[src/rtl/axil_crossbar_sm_wr.sv]
// Write-channel state machine for an AXI-Lite crossbar: routes slave AW/W readies and the
// buffered B response to the single master currently granted by the arbiter.
module axil_crossbar_sm_wr #(
  parameter int unsigned NUMBER_MASTER = 4
) (
  input  logic                     aclk,
  input  logic                     aresetn,
  input  logic [NUMBER_MASTER-1:0] grant_wr,
  input  logic                     s_axil_awvalid,
  input  logic                     s_axil_awready,
  input  logic                     s_axil_wvalid,
  input  logic                     s_axil_wready,
  input  logic [1:0]               s_axil_bresp,
  input  logic                     s_axil_bvalid,
  output logic                     s_axil_bready,
  output logic [NUMBER_MASTER-1:0] m_axil_awready,
  output logic [NUMBER_MASTER-1:0] m_axil_wready,
  output logic [1:0]               m_axil_bresp [NUMBER_MASTER],
  output logic [NUMBER_MASTER-1:0] m_axil_bvalid,
  input  logic [NUMBER_MASTER-1:0] m_axil_bready,
  output logic                     wr_done,
  output logic                     busy
);

  typedef enum logic [1:0] {StIdle, StAddrData, StResp} state_e;

  state_e                   state_q, state_d;
  logic [NUMBER_MASTER-1:0] sel_q, sel_d;
  logic                     aw_done_q, aw_done_d;
  logic                     w_done_q, w_done_d;
  logic                     buf_full_q, buf_full_d;
  logic [1:0]               bresp_q, bresp_d;

  logic [NUMBER_MASTER-1:0] grant_low;
  logic                     grant_found;
  logic                     addr_act, resp_act;
  logic                     aw_hs, w_hs, s_b_hs, m_b_hs;

  // Lowest-index grant wins if the arbiter ever presents more than one bit.
  always_comb begin
    grant_low   = '0;
    grant_found = 1'b0;
    for (int i = 0; i < int'(NUMBER_MASTER); i++) begin
      if (grant_wr[i] && !grant_found) begin
        grant_low[i] = 1'b1;
        grant_found  = 1'b1;
      end
    end
  end

  // Outputs are gated by aresetn so they read zero for the whole reset window,
  // not only after the first reset edge.
  assign addr_act = aresetn && (state_q == StAddrData);
  assign resp_act = aresetn && (state_q == StResp);

  always_comb begin
    m_axil_awready = '0;
    m_axil_wready  = '0;
    m_axil_bvalid  = '0;
    for (int i = 0; i < int'(NUMBER_MASTER); i++) begin
      m_axil_awready[i] = addr_act & sel_q[i] & s_axil_awready & ~aw_done_q;
      m_axil_wready[i]  = addr_act & sel_q[i] & s_axil_wready & ~w_done_q;
      m_axil_bvalid[i]  = resp_act & sel_q[i] & buf_full_q;
      m_axil_bresp[i]   = (resp_act && sel_q[i] && buf_full_q) ? bresp_q : 2'b00;
    end
  end

  assign s_axil_bready = resp_act & ~buf_full_q;
  assign aw_hs         = addr_act & s_axil_awvalid & s_axil_awready;
  assign w_hs          = addr_act & s_axil_wvalid & s_axil_wready;
  assign s_b_hs        = s_axil_bvalid & s_axil_bready;
  assign m_b_hs        = |(m_axil_bvalid & m_axil_bready);
  assign wr_done       = m_b_hs;
  assign busy          = aresetn && (state_q != StIdle);

  always_comb begin
    state_d    = state_q;
    sel_d      = sel_q;
    aw_done_d  = aw_done_q;
    w_done_d   = w_done_q;
    buf_full_d = buf_full_q;
    bresp_d    = bresp_q;
    unique case (state_q)
      StIdle: begin
        if (|grant_wr) begin
          sel_d   = grant_low;
          state_d = StAddrData;
        end
      end
      StAddrData: begin
        if (aw_hs) aw_done_d = 1'b1;
        if (w_hs)  w_done_d  = 1'b1;
        // Same-cycle handshakes on both channels count, even on the first cycle here.
        if (aw_done_d && w_done_d) state_d = StResp;
      end
      StResp: begin
        if (s_b_hs) begin
          buf_full_d = 1'b1;
          bresp_d    = s_axil_bresp;
        end
        if (m_b_hs) begin
          buf_full_d = 1'b0;
          sel_d      = '0;
          aw_done_d  = 1'b0;
          w_done_d   = 1'b0;
          state_d    = StIdle;
        end
      end
      default: state_d = StIdle;
    endcase
  end

  always_ff @(posedge aclk) begin
    if (!aresetn) begin
      state_q    <= StIdle;
      sel_q      <= '0;
      aw_done_q  <= 1'b0;
      w_done_q   <= 1'b0;
      buf_full_q <= 1'b0;
      bresp_q    <= 2'b00;
    end else begin
      state_q    <= state_d;
      sel_q      <= sel_d;
      aw_done_q  <= aw_done_d;
      w_done_q   <= w_done_d;
      buf_full_q <= buf_full_d;
      bresp_q    <= bresp_d;
    end
  end

endmodule

[config.mk]
export PLATFORM = sky130hd
export DESIGN_NAME = axil_crossbar_sm_wr
export DESIGN_NICKNAME = d
export VERILOG_FILES = /design/src/rtl/axil_crossbar_sm_wr.sv
export SDC_FILE = /design/constraint.sdc
export NUM_CORES = 1
export LEC_CHECK = 0
export CAP_MARGIN = 20
export CORE_ASPECT_RATIO = 0.75
export CORE_MARGIN = 5
export CORE_UTILIZATION = 39
export CTS_CLUSTER_SIZE = 12
export DETAILED_ROUTE_END_ITERATION = 16
export PLACE_DENSITY_LB_ADDON = 0.15
export SYNTH_ARGS = -nofsm -noshare
export SYNTH_HDL_FRONTEND = slang
export SYNTH_SLANG_ARGS = --single-unit
[constraint.sdc]
create_clock -name aclk -period 3.85 [get_ports aclk]
set_clock_uncertainty 0.1 [all_clocks]
set_input_delay 0.5775 -clock aclk [delete_from_list [all_inputs] [get_ports aclk]]
set_output_delay 0.5775 -clock aclk [all_outputs]
set_load 0.1 [all_outputs]
==> results <==
- The number of storage elements in the synthesis netlist is 11.
- The netlist area before placement is 679 sq um.
- The number of antenna violations at the first check in global routing is 0.
- Setup violations remaining at the end of the flow were counted as 0.
- The post-synthesis average cell area is 8.49 sq um.
- The last weighted congestion value of the routability-driven placer is 0.741.
- Of the total synthesized cell area, the portion taken by AND, OR, NAND and NOR gates is 0.451.
- For this design the ratio of total power to cell area is 239 nW/um^2.
- The number of DRC markers in iteration 0 is 7.
- The aggregate negative setup slack is 0 ps.
- For this run, the detailed router's first-pass iteration total came to 4.
- The count of nets left with antenna violations after detail routing is 0.
- The worst setup path is captured at a primary output.
- The floorplan step set the die height to 46.1 um.
- The total area inside the core boundary comes to 1690 sq um.
- The library cells used most frequently in the layout, excluding fill and tap cells, are buf_4, clkdlybuf4s50_1, and2_1.
- The Yosys warning count is 0.
- The worst hold-check slack is 390 ps.
- The final count of hold timing violations is 0.
- The main combinational cell family by area after synthesis is simple AND/OR/NAND/NOR gates.
- Measured along the x axis, the die boundary spans 58.2 um.
- The number of distinct standard cells referenced by the synthesized netlist is 31.
- The via count of the first global-routing pass is ~650.
- Gates resized during post-CTS repair numbered 0.
- The filler cell count is between 150 and 200.
- Dividing the detail-routed wire length by the instance count gives 12.8 um.
- Subtracting the final worst setup slack from the clock period gives 2860 ps.
- The critical path is of the in -> out type.
- The max capacitance violation total is 0.
- In this run the worst setup path terminates at wr_done.
- Of the total synthesized cell area, the portion taken by full adders, half adders and majority gates is 0.
- The longest clock path from root to sink contains 2 buffers.
- The most utilized layer in the global route result is met2.
- The via count normalized by instance count is 5.31.
- The number of buffers added on ports is 39.
- The number of top-level pins is 40.
- The number of buffers and inverters on the critical path is 3.
- Across all register-to-register paths, the minimum setup slack is between 2000 and 2500 ps.
- Across the VDD grid, the largest voltage drop is 0.212 mV.
- The slack of the critical path is 992 ps.
- After global routing the overflow that remains totals 0.
- The maximum achievable frequency is around 350 MHz.
- The effective utilization at floorplan is 0.402.
- The required time at the endpoint of the critical path is 3170 ps.
- Synthesis produced a netlist whose cell count is 80.
- The routed layout has 760 vias.
- The critical path depth in cells is 5.
- The final-report max-slew violation count came to 0.
- The number of buffers added to fix hold violations after cts is 0.
- The global-route total usage across every layer is 0.143.
- Once the clock tree was built, the setup fixing pass inserted 0 buffers.
- In the routed design, unresolved DRC markers number 0.
- In this run the critical register-to-register path is launched from state_q[1].
- The final net count is 139.
- The number of rows in the core area is 13.
- In the final layout, flip-flops and latches occupy between 200 and 250 sq um.
- The cell leakage power is 0.455 nW.
- The number of cells on the worst reg-to-reg path is 3.
- The complex-gate fraction of the synthesized area was 0.206.
- The total power is 257 uW.
- Wires add up to 1.82 mm.
- Traced cell by cell, the critical path runs through clkdlybuf4s50_1 -> buf_4 -> and4b_4 -> a21boi_4 -> buf_12.
- For this run, the slowest stage of the critical path takes 450 ps.
- The critical path starts at aresetn.
- After clock tree synthesis, the clock-pin slew on the worst setup and hold paths is 70 ps.
- The proportion of synthesized chip area in sequential cells is 0.324.
- In this run the critical register-to-register path is captured at sel_q[1].
- The floorplan die area is 2690 sq um.
- Entering global routing, the biggest net connects 23 pins.
- The net count of the mapped netlist is 97.
- Of the cells placed in the final design, the portion with a size suffix greater than 1 is 0.256.
- The clock tree from TritonCTS is done.
- The run finished with clean final reports.
- Buffers inserted during clock tree synthesis total 3.
- The area growth from synthesis to layout is 58.0%.
- Setup repair after global routing left no endpoint under its margin.
- Clock latency on the worst-skew pair, taken at its later pin, is between 200 and 300 ps.
- The post-placement setup slack is 1000 ps.
- The global-route wire length before repair is 2.96 mm.
- The fraction of met3 tracks used by global routing is 0.0560.
- STA classifies the critical path startpoint as a primary input.
- Of all nets on the critical path, the largest fanout is 22.
- For this run, global-route usage on met2 was measured as 0.221.
- Of the post-synthesis cell area, the part taken by muxes is 0.
- The cell with the biggest individual delay on the critical path is clkdlybuf4s50_1.
- The repair_antennas step left the layout with diodes totalling 0.
- The worst slew slack as a fraction of its limit is 0.609.
- The library cell used most frequently in the layout, excluding fill and tap cells, is buf_4.
- The type of the tightest min-delay check is reg -> reg.
- CTS built an H-tree with a depth of 1.
- The global-route track usage on met1 is 0.186.
- The slew at the pin closest to its max-slew limit is 582 ps.
- For the worst setup path, the data arrival time is 2180 ps.
- Of the total synthesized cell area, the portion taken by XOR and XNOR cells is 0.
- The family of cells with the greatest summed delay on the critical path is buffers and inverters.
- The share of the cycle needed by the critical path after routing is 0.742.
- The root cell of the clock tree is clkbuf_4.
- The CTS sink count is 11.
- Summing all multi-input logic gate instances after layout gives 447 sq um.
[power by group]
group	leakage [nW]	internal, mW	switching (mW)
logic	0.350	0.0273	0.0286
registers	0.0895	0.118	0.00644
clock network	0.0150	0.0400	0.0363
[flip-flops by register name (all words and copies together) (netlist names)]
name,count
aw_done_q,1
buf_full_q,1
state_q,2
bresp_q,2
sel_q,4
w_done_q,1
[synthesized netlist by cell type (all sizes together)]
cell | n | area share
nand3b | 2 | 0.022
a21boi | 1 | 0.028
dfxtp | 11 | 0.32
a311oi | 1 | 0.013
nand2b | 1 | 0.0092
and4b | 2 | 0.035
clkbuf | 2 | 0.011
a22oi | 2 | 0.022
and4bb | 1 | 0.018
nand3 | 3 | 0.022
o21ai | 3 | 0.022
o31ai | 4 | 0.044
a41oi | 1 | 0.013
nor2b | 1 | 0.0092
nand4bb | 1 | 0.017
nand2 | 9 | 0.050
o22ai | 1 | 0.0092
a21oi | 1 | 0.0074
nor4 | 1 | 0.0092
a31o | 1 | 0.013
o31a | 1 | 0.013
and2 | 13 | 0.12
o21a | 1 | 0.011
and3 | 8 | 0.074
nor3b | 2 | 0.022
buf | 1 | 0.0074
or4bb | 1 | 0.017
a211oi | 1 | 0.011
nor4b | 1 | 0.013
nor3 | 2 | 0.015
[worst min-delay path, stage by stage, from the launching register on]
cell	delay, ps
dfxtp_1	330
nand2_1	60
o21ai_0	60
[final cells by class]
class | count | area share
clock buffers | 4 | 0.0245
well taps | 22 | 0.0256
repair buffers | 40 | 0.329
flip-flops and latches | 11 | 0.205
multi-input cells | 66 | 0.416
[cells by family (layout without fill, tap and decap cells)]
kind of cell           Yosys count  count (layout)
AO/OA/AOI/OAI                   18              18
flip-flops                      11              11
buffers and inverters            3              44
AND/OR/NAND/NOR                 48              48
[how the worst min path moves through the flow]
stage | slack, ps | depth (start not counted) | endpoint | startpoint
finish | 390 | 2 | aw_done_q | aw_done_q
detailed placement | 390 | 2 | aw_done_q | aw_done_q
global route | 450 | 2 | bresp_q[1] | bresp_q[1]
global placement | 370 | 2 | aw_done_q | aw_done_q
CTS | 400 | 2 | aw_done_q | aw_done_q
floorplan | 360 | 2 | aw_done_q | aw_done_q
[layer usage]
layer,up-vias,routed length [um]
met2,25,758
li1,387,-
met1,346,904
met5,-,0
met4,0,8
met3,2,152
[through the flow]
stage          utilization  instance area (sq um)  instances
2_1_floorplan            -                    679         80
3_5_place_dp         0.619                   1050        139
6_report             0.635                   1070        143
3_3_place_gp         0.619                   1050        139
5_1_grt              0.635                   1070        143
4_1_cts              0.635                   1070        143
(Power assumes the default switching activity.)
